[config.mk]
export PLATFORM = sky130hd
export DESIGN_NAME = uart_cmd_wrapper
export DESIGN_NICKNAME = d
export VERILOG_FILES = /design/src/rtl/uart_cmd_wrapper.sv
export SDC_FILE = /design/constraint.sdc
export NUM_CORES = 1
export LEC_CHECK = 0
export ABC_AREA = 1
export BUFFER_PORTS_ARGS = -buffer_cell sky130_fd_sc_hd__buf_2
export CORE_MARGIN = 5
export CORE_UTILIZATION = 55
export DETAILED_ROUTE_END_ITERATION = 6
export PLACE_DENSITY = 0.84
export SYNTH_ARGS = -nofsm -noshare
export SYNTH_HDL_FRONTEND = slang
export SYNTH_SLANG_ARGS = --single-unit
[constraint.sdc]
create_clock -name clk -period 1.94 [get_ports clk]
set_input_delay 0.388 -clock clk [delete_from_list [all_inputs] [get_ports clk]]
set_output_delay 0.388 -clock clk [all_outputs]
set_load 0.02 [all_outputs]
[src/rtl/uart_cmd_wrapper.sv]
// UART plus two-byte command assembler; cmd/cmd_rdy update one clk after the low byte's rx_rdy.
// No backpressure: a new command overwrites an unconsumed one. Define CMD_TIMEOUT_EN for the inter-byte timeout.
module uart #(
   parameter int BAUD_DIV = 2604
) (
   input  logic       clk,
   input  logic       rst_n,
   input  logic       RX,
   output logic       TX,
   input  logic       trmt,
   input  logic [7:0] tx_data,
   output logic       tx_done,
   output logic       rx_rdy,
   output logic [7:0] rx_data,
   input  logic       clr_rx_rdy
);
   localparam int CW = $clog2(2 * BAUD_DIV);

   logic [1:0]    rx_sync_q, rx_sync_d;
   logic          rx_busy_q, rx_busy_d;
   logic [CW-1:0] rx_baud_q, rx_baud_d;
   logic [3:0]    rx_bits_q, rx_bits_d;
   logic [7:0]    rx_shift_q, rx_shift_d;
   logic          rx_rdy_q, rx_rdy_d;
   logic          tx_busy_q, tx_busy_d;
   logic [CW-1:0] tx_baud_q, tx_baud_d;
   logic [3:0]    tx_bits_q, tx_bits_d;
   logic [9:0]    tx_shift_q, tx_shift_d;
   logic          tx_done_q, tx_done_d;

   always_comb begin
      rx_sync_d  = {rx_sync_q[0], RX};
      rx_busy_d  = rx_busy_q;
      rx_baud_d  = rx_baud_q;
      rx_bits_d  = rx_bits_q;
      rx_shift_d = rx_shift_q;
      rx_rdy_d   = rx_rdy_q & ~clr_rx_rdy;
      // First sample lands 1.5 bit times after the start edge, mid data bit 0
      if (!rx_busy_q) begin
         if (!rx_sync_q[1]) begin
            rx_busy_d = 1'b1;
            rx_baud_d = CW'(BAUD_DIV + BAUD_DIV / 2 - 1);
            rx_bits_d = 4'd9;
            rx_rdy_d  = 1'b0;
         end
      end else if (rx_baud_q != '0) begin
         rx_baud_d = rx_baud_q - 1'b1;
      end else begin
         rx_baud_d = CW'(BAUD_DIV - 1);
         rx_bits_d = rx_bits_q - 4'd1;
         if (rx_bits_q == 4'd1) begin
            rx_busy_d = 1'b0;
            rx_rdy_d  = 1'b1;
         end else begin
            rx_shift_d = {rx_sync_q[1], rx_shift_q[7:1]};
         end
      end

      tx_busy_d  = tx_busy_q;
      tx_baud_d  = tx_baud_q;
      tx_bits_d  = tx_bits_q;
      tx_shift_d = tx_shift_q;
      tx_done_d  = 1'b0;
      // trmt while a frame is in flight is ignored
      if (!tx_busy_q) begin
         if (trmt) begin
            tx_busy_d  = 1'b1;
            tx_shift_d = {1'b1, tx_data, 1'b0};
            tx_baud_d  = CW'(BAUD_DIV - 1);
            tx_bits_d  = 4'd10;
         end
      end else if (tx_baud_q != '0) begin
         tx_baud_d = tx_baud_q - 1'b1;
      end else begin
         tx_shift_d = {1'b1, tx_shift_q[9:1]};
         tx_baud_d  = CW'(BAUD_DIV - 1);
         tx_bits_d  = tx_bits_q - 4'd1;
         if (tx_bits_q == 4'd1) begin
            tx_busy_d = 1'b0;
            tx_done_d = 1'b1;
         end
      end
   end

   always_ff @(posedge clk or negedge rst_n) begin
      if (!rst_n) begin
         rx_sync_q  <= 2'b11;
         rx_busy_q  <= 1'b0;
         rx_baud_q  <= '0;
         rx_bits_q  <= '0;
         rx_shift_q <= '0;
         rx_rdy_q   <= 1'b0;
         tx_busy_q  <= 1'b0;
         tx_baud_q  <= '0;
         tx_bits_q  <= '0;
         tx_shift_q <= '1;
         tx_done_q  <= 1'b0;
      end else begin
         rx_sync_q  <= rx_sync_d;
         rx_busy_q  <= rx_busy_d;
         rx_baud_q  <= rx_baud_d;
         rx_bits_q  <= rx_bits_d;
         rx_shift_q <= rx_shift_d;
         rx_rdy_q   <= rx_rdy_d;
         tx_busy_q  <= tx_busy_d;
         tx_baud_q  <= tx_baud_d;
         tx_bits_q  <= tx_bits_d;
         tx_shift_q <= tx_shift_d;
         tx_done_q  <= tx_done_d;
      end
   end

   assign TX      = tx_shift_q[0];
   assign tx_done = tx_done_q;
   assign rx_rdy  = rx_rdy_q;
   assign rx_data = rx_shift_q;
endmodule

module uart_cmd_wrapper #(
   parameter int TIMEOUT_CYCLES = 20000,
   parameter int BAUD_DIV       = 2604
) (
   input  logic        clk,
   input  logic        rst_n,
   input  logic        RX,
   output logic        TX,
   output logic [15:0] cmd,
   output logic        cmd_rdy,
   input  logic        clr_cmd_rdy,
   input  logic        trmt,
   input  logic [7:0]  resp,
   output logic        tx_done,
   output logic        timeout_err
);
   typedef enum logic {WAIT_HIGH, WAIT_LOW} state_t;

   logic       rx_rdy;
   logic [7:0] rx_data;
   logic       clr_rx_rdy;

   uart #(.BAUD_DIV(BAUD_DIV)) u_uart (
      .clk        (clk),
      .rst_n      (rst_n),
      .RX         (RX),
      .TX         (TX),
      .trmt       (trmt),
      .tx_data    (resp),
      .tx_done    (tx_done),
      .rx_rdy     (rx_rdy),
      .rx_data    (rx_data),
      .clr_rx_rdy (clr_rx_rdy)
   );

   // Every byte is consumed the cycle it appears, so the ack is rx_rdy itself
   assign clr_rx_rdy = rx_rdy;

   state_t      state_q, state_d;
   logic [15:0] cmd_q, cmd_d;
   logic        cmd_rdy_q, cmd_rdy_d;
`ifdef CMD_TIMEOUT_EN
   localparam int TW = $clog2(TIMEOUT_CYCLES + 1);
   logic [TW-1:0] tmo_cnt_q, tmo_cnt_d;
   logic          timeout_err_q, timeout_err_d;
`else
   logic unused_tmo;
   assign unused_tmo = ^TIMEOUT_CYCLES;
`endif

   always_comb begin
      state_d   = state_q;
      cmd_d     = cmd_q;
      cmd_rdy_d = cmd_rdy_q & ~clr_cmd_rdy;
`ifdef CMD_TIMEOUT_EN
      tmo_cnt_d     = '0;
      timeout_err_d = 1'b0;
`endif
      case (state_q)
         WAIT_HIGH: begin
            if (rx_rdy) begin
               cmd_d[15:8] = rx_data;
               cmd_rdy_d   = 1'b0;
               state_d     = WAIT_LOW;
            end
         end
         WAIT_LOW: begin
`ifdef CMD_TIMEOUT_EN
            tmo_cnt_d = tmo_cnt_q + 1'b1;
`endif
            if (rx_rdy) begin
               cmd_d[7:0] = rx_data;
               cmd_rdy_d  = 1'b1;
               state_d    = WAIT_HIGH;
            end
`ifdef CMD_TIMEOUT_EN
            else if (tmo_cnt_q == TW'(TIMEOUT_CYCLES - 1)) begin
               state_d       = WAIT_HIGH;
               timeout_err_d = 1'b1;
            end
`endif
         end
         default: state_d = WAIT_HIGH;
      endcase
   end

   always_ff @(posedge clk or negedge rst_n) begin
      if (!rst_n) begin
         state_q   <= WAIT_HIGH;
         cmd_q     <= 16'h0000;
         cmd_rdy_q <= 1'b0;
`ifdef CMD_TIMEOUT_EN
         tmo_cnt_q     <= '0;
         timeout_err_q <= 1'b0;
`endif
      end else begin
         state_q   <= state_d;
         cmd_q     <= cmd_d;
         cmd_rdy_q <= cmd_rdy_d;
`ifdef CMD_TIMEOUT_EN
         tmo_cnt_q     <= tmo_cnt_d;
         timeout_err_q <= timeout_err_d;
`endif
      end
   end

   assign cmd     = cmd_q;
   assign cmd_rdy = cmd_rdy_q;
`ifdef CMD_TIMEOUT_EN
   assign timeout_err = timeout_err_q;
`else
   assign timeout_err = 1'b0;
`endif
endmodule

==> metrics.md <==
| Metric | Value |
|---|---|
| Wire length of the first global-routing pass | `~13000 µm` |
| TritonCTS clock tree | `yes` |
| Worst EP required | `2.18 ns` |
| Layout Area Growth over Synthesis | `11.3%` |
| CTS buffer count | `9` |
| Post-Route Skew | `0.00999 ns` |
| Critical path class | `flop to flop` |
| Max capacitance violation total | `0` |
| Setup TNS | `0 ns` |
| Setup-failing EPs final | `0` |
| Number of different library cells in the post-synthesis netlist | `33` |
| Mean post-synth cell area | `8.39 µm²` |
| Cell depth of the worst flop-to-flop path | `7` |
| Total gr overflow | `0` |
| IR drop worst, VDD | `0.545 mV` |
| Floorplan die area | `0.00864 mm²` |
| Average vias per placed instance | `roughly 5.3` |
| Clock Pin Slew Worst Setup and Hold Paths | `0.08 ns` |
| Via count | `3062` |
| Met1 demand-to-capacity share in global routing | `0.222` |
| Fin crit share | `0.821` |
| Sequential element share of the synthesized area | `0.500` |
| Vias in the first global route | `3043` |
| Area share of the leading cell type in the synthesized netlist | `0.423` |
| R2r setup slk | `about 0.35 ns` |
| Worst reg2reg path startpoint | `u_uart.rx_baud_q[0]$_DFFE_PN0P_` |
| Unrepaired setup endpoints after global routing | `no` |
| Vertical die dimension | `93.0 µm` |
| Detail Route Antenna Nets | `0` |
| Tot Pwr | `3.46 mW` |
| Most crowded layer after global routing | `met2` |
| Max Root-Sink Buffers | `2` |
| Number of clock sinks seen by CTS | `75` |
| Total of buffers placed on input and output ports | `31` |
| Fraction of layout cells with a size suffix above 1 | `0.197` |
| Final critical delay including setup and external delays | `1.59 ns` |
| Cell area after synthesis | `0.00378 mm²` |
| Final routed wirelength across all metal layers | `7410 µm` |
| Number of detailed-route iterations in the first pass | `4` |
| Crit path arrival time | `1.84 ns` |
| Effective utilization at floorplan | `0.560` |
| Clock Latency Late Sink | `0.35 ns` |
| Nets | `511` |
| Count of synthesis-stage warnings from yosys | `0` |
| Diodes inserted | `0` |
| Outcome | `finished clean` |
| Count of hold-fix buffers inserted at cts | `0` |
| Horiz. Die Dim | `a little over 90 µm` |
| Static leakage | `2.22 nW` |
| Final Max Slew Viols | `0` |
| I/O Pins | `33` |
| Wire length per cell after detailed routing | `12.9 µm` |
| Core Area | `between 0.006 and 0.007 mm²` |
| Met3 track utilization from global routing | `0.0504` |
| Nature of the critical path endpoint | `flop` |
| Most area-consuming cells after synthesis | `dfrtp_1, nand2_1, dfstp_2` |
| Pwr/cell area | `821 mW/mm²` |
| Met2 layer usage reported by global route | `0.329` |
| GR Util All Layers | `0.190` |
| Final Instance Count excl. Fillers | `573` |
| Largest net degree at the start of global routing | `76` |
| Row cnt | `30` |
| Hold WC Path Type | `primary input to asynchronous set/reset pin` |
| Reg-to-reg critical path endpoint | `u_uart.rx_data[4]$_DFFE_PN0P_` |
| Syn Inst Count | `451` |
| Flop and latch count out of synthesis | `75` |
| Post-detailed-placement half-perimeter wirelength | `5420 µm` |
| GPL Wtd Cong | `0.883` |
| Number of instances resized during post-cts repair | `0` |
| Number of nets in the synthesized netlist | `474` |
| Upper clock frequency limit | `0.628 GHz` |
| 1st-iter DRT viols | `136` |
| Cell type contributing the most total cell area after synthesis | `dfrtp_1` |
| Final Hold Viols | `0` |
| CTS Root Cell | `clkbuf_8` |
| Maximum fanout along the worst path | `8` |
| Post-detailed-route DRC marker count | `0` |
| Kind of start point of the critical path | `flop` |
| Setup repair bufs after CTS | `0` |
| Cell count after placement | `557` |
| Initial antenna violation count | `0` |
| Maximum level of the CTS H-tree | `3` |
==> registers in the layout, indices dropped and copies added (netlist names), 2 cells and up <==
signal             cells
u_uart.rx_data         8
u_uart.rx_baud_q      13
u_uart.rx_sync_q       2
cmd                   16
u_uart.tx_baud_q      13
u_uart.rx_bits_q       4
u_uart.tx_bits_q       4
u_uart.tx_shift_q      9
==> report_power, final <==
part           internal [mW]  total (mW)  switching, mW
combinational          0.194       0.501          0.307
clock                  0.481        1.10          0.617
sequential              1.71        1.86          0.148
total                   2.39        3.46           1.07
==> kinds of logic (layout without fill, tap and decap cells) <==
group           Yosys count  after routing  share of synthesized area
compound gates           22             22                     0.0317
xor+xnor                 11             11                     0.0255
fa+ha+maj                10             10                     0.0331
buf+inv                  57             99                     0.0631
flops                    75             75                      0.500
mux                      16             16                     0.0476
other cells               1              1                   0.000991
simple gates            259            259                      0.299
==> worst max path at each step <==
stage	from	to
after floorplan	u_uart.rx_baud_q[0]$_DFFE_PN0P_	u_uart.rx_data[0]$_DFFE_PN0P_
after global placement	u_uart.rx_baud_q[0]$_DFFE_PN0P_	u_uart.rx_data[0]$_DFFE_PN0P_
after detailed placement	u_uart.rx_baud_q[0]$_DFFE_PN0P_	u_uart.rx_data[4]$_DFFE_PN0P_
after CTS	u_uart.rx_baud_q[0]$_DFFE_PN0P_	u_uart.rx_data[4]$_DFFE_PN0P_
after global routing	u_uart.tx_baud_q[0]$_DFFE_PN0P_	u_uart.tx_bits_q[0]$_DFFE_PN0P_
final	u_uart.rx_baud_q[0]$_DFFE_PN0P_	u_uart.rx_data[4]$_DFFE_PN0P_
==> area by class of cell <==
type | instances | area [µm²]
clock inverter | 7 | 57.6
multi-input combinational | 319 | 1660
inverter | 46 | 173
clock buffer | 9 | 124
timing repair buffer | 37 | 213
tap | 80 | 100
fill | 545 | 2540
sequential | 75 | 1890
==> layout by cell type (no fill, tap or decap), types with 2 or more instances in the layout <==
| cell type | instances |
|---|---|
| nand2_1 | 145 |
| dfrtp_1 | 64 |
| nand3_1 | 52 |
| inv_1 | 44 |
| nor2_1 | 34 |
| buf_2 | 31 |
| mux2_2 | 16 |
| o21ai_0 | 14 |
| dfstp_2 | 11 |
| ha_1 | 10 |
| xor2_1 | 9 |
| clkbuf_8 | 9 |
| nand4_1 | 8 |
| nor2_2 | 5 |
| buf_4 | 5 |
| a21oi_1 | 4 |
| inv_6 | 4 |
| nand2_2 | 3 |
| or2_2 | 3 |
| clkinvlp_4 | 3 |
| nor2_4 | 2 |
| nor3_1 | 2 |
| nand2_4 | 2 |
| xnor2_1 | 2 |
==> layer usage <==
metal / up-vias / wire [µm]
li1: 1503 / -
met1: 1461 / 3150
met2: 79 / 3780
met3: 19 / 341
met4: 0 / 142
met5: - / 0
==> critical path, cell delays in order (launching register included) <==
cell,delay [ns]
dfrtp_1,0.39
inv_1,0.15
ha_1,0.22
nand3_1,0.09
nor2_1,0.13
nand4_1,0.30
nand2_1,0.16
nand2_1,0.06
==> through the flow <==
stage,area (µm²),hold slack (ns),utilization,setup slack [ns]
floorplan,3780,0.0924,-,0.594
global placement,4030,0.349,0.597,0.440
detailed placement,4030,0.348,0.597,0.355
CTS,4210,0.0651,0.624,0.338
global route,4210,0.0813,0.624,0.191
finish,4210,0.0549,0.624,0.347
==> synthesized netlist by cell type <==
master and instances:
or2_2 3, conb_1 1, nor2_1 34, mux2_2 16, ha_1 10, nand3_1 52, nor3_1 2, buf_4 4
nor2_4 2, buf_2 2, dfstp_2 11, nand2_1 145, nand2_2 3, or2_1 1, o21ai_0 14, o21bai_1 1
nand4_1 8, o22ai_1 1, nand3_2 1, dfrtp_1 64, inv_2 1, a21oi_1 4, o221ai_1 1, clkinv_1 1
xnor2_1 2, inv_1 44, nand2_4 2, xor2_1 9, buf_6 1, o31ai_1 1, nand3b_1 1, clkbuf_1 4
nor2_2 5
Note: power is estimated with default switching activity, not from simulation.
